File: src/rtl/maze_solver_ctrl.sv
// Depth-first maze solver sequencing a 16x16 single-bit maze memory: marks
// visited cells, keeps the path on a direction stack, then replays it.
module maze_solver_ctrl #(
   parameter logic [3:0] START_X = 4'd0,
   parameter logic [3:0] START_Y = 4'd0,
   parameter logic [3:0] GOAL_X  = 4'd15,
   parameter logic [3:0] GOAL_Y  = 4'd15
) (
   input  logic       clk,
   input  logic       rst,
   input  logic       start,
   input  logic       mem_dout,
   output logic       mem_rd,
   output logic       mem_wr,
   output logic [3:0] mem_x,
   output logic [3:0] mem_y,
   output logic       mem_din,
   output logic       busy,
   output logic       done,
   output logic       fail,
   output logic       path_valid,
   output logic [1:0] path_dir,
   output logic       path_last,
   output logic [3:0] cur_x,
   output logic [3:0] cur_y
);

   typedef enum logic [3:0] {
      S_IDLE      = 4'd0,
      S_RD_START  = 4'd1,
      S_CHK_START = 4'd2,
      S_TRY       = 4'd3,
      S_RD_NB     = 4'd4,
      S_CHK_NB    = 4'd5,
      S_MOVE      = 4'd6,
      S_BACK      = 4'd7,
      S_REPLAY    = 4'd8,
      S_DONE      = 4'd9,
      S_FAIL      = 4'd10
   } state_t;

   localparam logic [1:0] DIR_UP    = 2'd0;
   localparam logic [1:0] DIR_RIGHT = 2'd1;
   localparam logic [1:0] DIR_LEFT  = 2'd2;
   localparam logic [1:0] DIR_DOWN  = 2'd3;

   state_t     state_r, state_nxt_s;
   logic [8:0] sp_r, sp_nxt_s;
   logic [8:0] rp_r, rp_nxt_s;
   logic [2:0] try_dir_r, try_dir_nxt_s;
   logic [3:0] cur_x_r, cur_y_r, cur_x_nxt_s, cur_y_nxt_s;
   logic [3:0] mem_x_r, mem_y_r, mem_x_nxt_s, mem_y_nxt_s;
   logic       mem_rd_r, mem_wr_r, mem_din_r;
   logic       mem_rd_nxt_s, mem_wr_nxt_s;
   logic       busy_r, done_r, fail_r;
   logic       busy_nxt_s, done_nxt_s, fail_nxt_s;
   logic       path_valid_r, path_valid_nxt_s;
   logic [1:0] path_dir_r, path_dir_nxt_s;
   logic       path_last_r, path_last_nxt_s;
   logic       push_s;
   logic [1:0] stack_r [0:255];
   logic [7:0] top_idx_s;
   logic [1:0] top_dir_s;
   logic [1:0] replay_dir_s;
   logic [3:0] nb_x_s, nb_y_s;
   logic       nb_ok_s;

   assign top_idx_s    = sp_r[7:0] - 8'd1;
   assign top_dir_s    = stack_r[top_idx_s];
   assign replay_dir_s = stack_r[rp_r[7:0]];

   // Neighbour of the current cell in the direction being tried, with edge check.
   always_comb begin
      nb_x_s  = cur_x_r;
      nb_y_s  = cur_y_r;
      nb_ok_s = 1'b0;
      case (try_dir_r[1:0])
         DIR_UP: begin
            nb_ok_s = (cur_y_r != 4'd0);
            nb_y_s  = cur_y_r - 4'd1;
         end
         DIR_RIGHT: begin
            nb_ok_s = (cur_x_r != 4'd15);
            nb_x_s  = cur_x_r + 4'd1;
         end
         DIR_LEFT: begin
            nb_ok_s = (cur_x_r != 4'd0);
            nb_x_s  = cur_x_r - 4'd1;
         end
         DIR_DOWN: begin
            nb_ok_s = (cur_y_r != 4'd15);
            nb_y_s  = cur_y_r + 4'd1;
         end
         default: nb_ok_s = 1'b0;
      endcase
   end

   // Next-state and next-output logic; strobes and flags are registered from these.
   always_comb begin
      state_nxt_s      = state_r;
      sp_nxt_s         = sp_r;
      rp_nxt_s         = rp_r;
      try_dir_nxt_s    = try_dir_r;
      cur_x_nxt_s      = cur_x_r;
      cur_y_nxt_s      = cur_y_r;
      mem_x_nxt_s      = mem_x_r;
      mem_y_nxt_s      = mem_y_r;
      mem_wr_nxt_s     = 1'b0;
      path_valid_nxt_s = 1'b0;
      path_dir_nxt_s   = 2'd0;
      path_last_nxt_s  = 1'b0;
      push_s           = 1'b0;
      case (state_r)
         S_IDLE, S_DONE, S_FAIL: begin
            if (start) begin
               state_nxt_s = S_RD_START;
               sp_nxt_s    = 9'd0;
               cur_x_nxt_s = START_X;
               cur_y_nxt_s = START_Y;
               mem_x_nxt_s = START_X;
               mem_y_nxt_s = START_Y;
            end else begin
               state_nxt_s = state_r;
            end
         end
         S_RD_START: state_nxt_s = S_CHK_START;
         S_CHK_START: begin
            if (mem_dout) begin
               state_nxt_s = S_FAIL;
            end else begin
               mem_wr_nxt_s  = 1'b1;
               try_dir_nxt_s = 3'd0;
               rp_nxt_s      = 9'd0;
               if ((START_X == GOAL_X) && (START_Y == GOAL_Y)) begin
                  state_nxt_s = S_REPLAY;
               end else begin
                  state_nxt_s = S_TRY;
               end
            end
         end
         S_TRY: begin
            if (try_dir_r[2]) begin
               state_nxt_s = S_BACK;
            end else if (!nb_ok_s) begin
               try_dir_nxt_s = try_dir_r + 3'd1;
            end else begin
               mem_x_nxt_s = nb_x_s;
               mem_y_nxt_s = nb_y_s;
               state_nxt_s = S_RD_NB;
            end
         end
         S_RD_NB: state_nxt_s = S_CHK_NB;
         S_CHK_NB: begin
            if (mem_dout) begin
               try_dir_nxt_s = try_dir_r + 3'd1;
               state_nxt_s   = S_TRY;
            end else begin
               mem_wr_nxt_s = 1'b1;
               state_nxt_s  = S_MOVE;
            end
         end
         S_MOVE: begin
            // mem_x/mem_y still hold the neighbour that was just read and marked
            push_s        = 1'b1;
            sp_nxt_s      = sp_r + 9'd1;
            cur_x_nxt_s   = mem_x_r;
            cur_y_nxt_s   = mem_y_r;
            try_dir_nxt_s = 3'd0;
            rp_nxt_s      = 9'd0;
            if ((mem_x_r == GOAL_X) && (mem_y_r == GOAL_Y)) begin
               state_nxt_s = S_REPLAY;
            end else begin
               state_nxt_s = S_TRY;
            end
         end
         S_BACK: begin
            if (sp_r == 9'd0) begin
               state_nxt_s = S_FAIL;
            end else begin
               sp_nxt_s      = sp_r - 9'd1;
               try_dir_nxt_s = {1'b0, top_dir_s} + 3'd1;
               state_nxt_s   = S_TRY;
               case (top_dir_s)
                  DIR_UP:    cur_y_nxt_s = cur_y_r + 4'd1;
                  DIR_RIGHT: cur_x_nxt_s = cur_x_r - 4'd1;
                  DIR_LEFT:  cur_x_nxt_s = cur_x_r + 4'd1;
                  DIR_DOWN:  cur_y_nxt_s = cur_y_r - 4'd1;
                  default:   cur_x_nxt_s = cur_x_r;
               endcase
            end
         end
         S_REPLAY: begin
            if (rp_r == sp_r) begin
               state_nxt_s = S_DONE;
            end else begin
               path_valid_nxt_s = 1'b1;
               path_dir_nxt_s   = replay_dir_s;
               path_last_nxt_s  = ((rp_r + 9'd1) == sp_r);
               rp_nxt_s         = rp_r + 9'd1;
            end
         end
         default: state_nxt_s = S_IDLE;
      endcase
      mem_rd_nxt_s = (state_nxt_s == S_RD_START) || (state_nxt_s == S_RD_NB);
      busy_nxt_s   = (state_nxt_s != S_IDLE) && (state_nxt_s != S_DONE) &&
                     (state_nxt_s != S_FAIL);
      done_nxt_s   = (state_nxt_s == S_DONE);
      fail_nxt_s   = (state_nxt_s == S_FAIL);
   end

   // State, datapath and registered output flops.
   always_ff @(posedge clk or posedge rst) begin
      if (rst) begin
         state_r      <= S_IDLE;
         sp_r         <= 9'd0;
         rp_r         <= 9'd0;
         try_dir_r    <= 3'd0;
         cur_x_r      <= START_X;
         cur_y_r      <= START_Y;
         mem_x_r      <= 4'd0;
         mem_y_r      <= 4'd0;
         mem_rd_r     <= 1'b0;
         mem_wr_r     <= 1'b0;
         mem_din_r    <= 1'b0;
         busy_r       <= 1'b0;
         done_r       <= 1'b0;
         fail_r       <= 1'b0;
         path_valid_r <= 1'b0;
         path_dir_r   <= 2'd0;
         path_last_r  <= 1'b0;
      end else begin
         state_r      <= state_nxt_s;
         sp_r         <= sp_nxt_s;
         rp_r         <= rp_nxt_s;
         try_dir_r    <= try_dir_nxt_s;
         cur_x_r      <= cur_x_nxt_s;
         cur_y_r      <= cur_y_nxt_s;
         mem_x_r      <= mem_x_nxt_s;
         mem_y_r      <= mem_y_nxt_s;
         mem_rd_r     <= mem_rd_nxt_s;
         mem_wr_r     <= mem_wr_nxt_s;
         mem_din_r    <= mem_wr_nxt_s;
         busy_r       <= busy_nxt_s;
         done_r       <= done_nxt_s;
         fail_r       <= fail_nxt_s;
         path_valid_r <= path_valid_nxt_s;
         path_dir_r   <= path_dir_nxt_s;
         path_last_r  <= path_last_nxt_s;
      end
   end

   // Direction stack storage; contents are only meaningful below sp.
   always_ff @(posedge clk) begin
      if (push_s) begin
         stack_r[sp_r[7:0]] <= try_dir_r[1:0];
      end else begin
         stack_r[sp_r[7:0]] <= stack_r[sp_r[7:0]];
      end
   end

   assign mem_rd     = mem_rd_r;
   assign mem_wr     = mem_wr_r;
   assign mem_x      = mem_x_r;
   assign mem_y      = mem_y_r;
   assign mem_din    = mem_din_r;
   assign busy       = busy_r;
   assign done       = done_r;
   assign fail       = fail_r;
   assign path_valid = path_valid_r;
   assign path_dir   = path_dir_r;
   assign path_last  = path_last_r;
   assign cur_x      = cur_x_r;
   assign cur_y      = cur_y_r;

endmodule
File: config.mk
export PLATFORM = sky130hd
export DESIGN_NAME = maze_solver_ctrl
export DESIGN_NICKNAME = d
export VERILOG_FILES = /design/src/rtl/maze_solver_ctrl.sv
export SDC_FILE = /design/constraint.sdc
export NUM_CORES = 1
export LEC_CHECK = 0
export CAP_MARGIN = 20
export CORE_MARGIN = 5
export CORE_UTILIZATION = 45
export DETAILED_ROUTE_END_ITERATION = 7
export SLEW_MARGIN = 30
export SYNTH_ARGS = -nofsm -noshare
export SYNTH_HDL_FRONTEND = slang
export SYNTH_SLANG_ARGS = --single-unit
export TNS_END_PERCENT = 10
File: constraint.sdc
create_clock -name clk -period 5.2 [get_ports clk]
set_input_delay 1.04 -clock clk [delete_from_list [all_inputs] [get_ports clk]]
set_output_delay 1.04 -clock clk [all_outputs]
set_load 0.01 [all_outputs]
==> flow_summary.ini <==
[sta]
hold_violations = 0
worst_slew_pin_slew_ns = 0.956
holdWs_ns = 0.524
slew_headroom_pct = 36.1
skew_ns = 0.0241
setup-tns-final_ns = 0
setup_viol = 0
finalCritPeriodShare_pct = 92.9
slew_viol_final = 0
period_minus_slack_ns = 4.83
fmax_mhz = 207
rsz0062_at_grt = false

[worst_setup_path]
required_ns = 5.70
path_max_fanout = 18
cpMaxStageDelayCell = nor3b_1
crit_chain = inv_1 -> ha_1 -> nor3b_1 -> xnor2_4 -> buf_4 -> mux4_2 -> a2111oi_0 -> o21ai_0 -> nand3_1 -> mux2i_1 -> buf_4 -> inv_1 -> ha_1 -> nor3_1 -> or2_2 -> a221oi_1 -> a21oi_1
cp.arrival_ns = 5.33
critical-path-max-stage-delay_ns = 0.56
r2r_slack_ns = 0.37
reg2regPathDepth = 17
r2r-start = sp_r[0]
r2r_end = cur_x[1]
end_kind = flop
cp-start-kind = flop
critPathKind = flop to flop

[clocking]
cts_resized = 0
clock_sinks = 562
cts-root-buf = clkbuf_16
postCtsHoldBufs = 0
numCtsBuffers = 61
cts_buffer_depth = 3
cts_tree = yes
clk_latency_ns = 0.65
cts_setup_buffers = 0
htree_levels = 2
clkTransAtPathRegs_ns = 0.06

[logic_synthesis]
async_flop_share_pct = 8.90
syn_nets = 1816
seq_area_frac_synth_pct = 58.2
ys_warn_count = 0
ys_types = 70
netlist_instances = 1784
synth-seq-cells = 562
avgSynthCellArea_um2 = 16.0
syn_area_um2 = 28600
synth_edf_count = 512
yosys_most_used_dff = edfxtp_1

[cells_and_area]
final_common_cell = edfxtp_1
finalNetCount = 1814
drive_above_1_share_pct = 27.6
area_delta_synth_final_pct = 11.9
finish.utilization_pct = 50.8
layout_common_cells = edfxtp_1, mux4_2, nor2_1
final_area_um2 = 32000
antenna-diode-count = 0
fin_cells = 2678

[worst_hold_path]
hold_end = rp_r[8]
min_from = rp_r[8]
hold_class = flop to flop
min_path_cells = 1

[power]
power_leakage_nw = 9.68
cellPowerDensity_nw_per_um2 = 469
peakVddDrop_mv = 0.285

[placed_design]
placed_area_um2 = 29900
dp_hpwl_um = 48800
routabilityCongestion = 0.824
portBuffers = 29
dp_cells = 2565

[grt]
gr-usage-all-layers_pct = 23.6
grt_first_pass_wirelength_um = 120000
antenna_found_initial = 2
first_global_vias = 17544
grt_start_max_net_pins = 198
grt_overflow = 0

[die]
dieArea_um2 = 68600
num_io_pins = 30
fp.dieH_um = 262
die_w_um = 262
row_count = 92
start_util_pct = 45.4
core_area_um2 = 63000

[job]
maxCapViolCount = 0

[routing]
route.detailed.drc = 0
routedWlPerCell_um = 30.1
routed_wl_um = 80700
drt_iter0_drc = 2018
drt_first_pass_iters = 6
avgViaCountPerCell = 6.58
vias = 17609
drtAntennaViolNets = 0

[status]
outcome = completed
## flip-flops by register name (all words and copies together) (netlist names), 2 cells and up
register and count:
cur_x 4, cur_y 4, mem_x 4, mem_y 4
path_dir 2, rp_r 9, sp_r 9, stack_r 512
state_r 4, try_dir_r 3
## metal layers
metal	GRT usage [%]	wire (µm)	vias to the layer above
met5	0	13	-
met4	7.29	2610	2
met3	4.47	7420	177
met2	37.3	38200	983
met1	33.9	32400	9252
li1	-	-	7195
## through the flow
stage | worst slack, ns | power (mW)
3_3_place_gp | 0.579 | 10.5
4_1_cts | 0.497 | 15.1
3_5_place_dp | 0.525 | 10.6
5_1_grt | 0.148 | 15.6
6_report | 0.370 | 15.0
2_1_floorplan | 0.188 | 9.00
## logic make-up (layout without fill, tap and decap cells)
| logic type | Yosys count | count (layout) | synth area share [%] |
|---|---|---|---|
| AOI/OAI and AO/OA | 166 | 166 | 3.88 |
| xor gates and xnor gates | 32 | 32 | 1.03 |
| adders and majority gates | 29 | 29 | 1.29 |
| buffers and inverters | 173 | 221 | 2.66 |
| DFF | 562 | 562 | 58.2 |
| muxes | 339 | 339 | 25.7 |
| and+or+nand+nor | 483 | 483 | 7.28 |
## critical path: cells and delay by family, from the launching register on
| kind | cells | cell delay [ns] |
|---|---|---|
| muxes | 2 | 0.44 |
| DFF | 1 | 0.50 |
| buffers and inverters | 4 | 0.65 |
| adders and majority gates | 2 | 0.56 |
| AOI/OAI and AO/OA | 4 | 0.99 |
| xor gates and xnor gates | 1 | 0.40 |
| and+or+nand+nor | 4 | 1.15 |
## power by group
| part | switching (mW) | internal, mW | total (mW) |
|---|---|---|---|
| logic | 2.75 | 2.38 | 5.14 |
| clock network | 1.84 | 2.68 | 4.52 |
| registers | 0.244 | 5.10 | 5.34 |
| total | 4.84 | 10.2 | 15.0 |
## Yosys cell counts (7+ instances only)
master / instances / share of area (%)
nor2_1: 289 / 3.8
edfxtp_1: 512 / 54
nand2b_1: 7 / 0.15
clkbuf_1: 86 / 1.1
o21ai_0: 39 / 0.68
xor2_1: 13 / 0.40
o31ai_1: 17 / 0.45
buf_2: 32 / 0.56
buf_4: 9 / 0.24
nor2b_1: 16 / 0.35
o22ai_1: 9 / 0.20
a221oi_1: 9 / 0.28
mux4_2: 313 / 25
inv_1: 27 / 0.35
nand2_1: 80 / 1.1
ha_1: 27 / 1.2
nor3_1: 15 / 0.26
dfrtp_1: 50 / 4.4
xnor2_1: 17 / 0.52
nor4_1: 7 / 0.15
mux2i_1: 13 / 0.46
mux2_2: 12 / 0.47
a22oi_1: 12 / 0.32
nand4_1: 7 / 0.15
a22o_1: 10 / 0.31
nand3_1: 29 / 0.51
buf_1: 12 / 0.16
a21oi_1: 32 / 0.56
## layout make-up
| type | instances | area [µm²] |
|---|---|---|
| flip-flops and latches | 562 | 16600 |
| multi-input cells | 1049 | 11300 |
| repair buffers | 79 | 795 |
| inverters | 29 | 109 |
| clock inverters | 31 | 385 |
| well taps | 846 | 1060 |
| clock buffers | 82 | 1700 |
| fillers | 5152 | 31000 |
## how the worst max path moves through the flow
stage                     startpoint       end  slack, ns  cells after the start
after floorplan              sp_r[0]  cur_x[1]       0.19                     23
after global placement       sp_r[0]  cur_y[1]       0.58                     13
after detailed placement     sp_r[0]  cur_x[1]       0.53                     17
after CTS                    sp_r[0]  cur_x[1]       0.50                     17
after global routing         sp_r[0]  cur_x[1]       0.15                     17
final                        sp_r[0]  cur_x[1]       0.37                     17
Note: power is estimated with default switching activity, not from simulation.
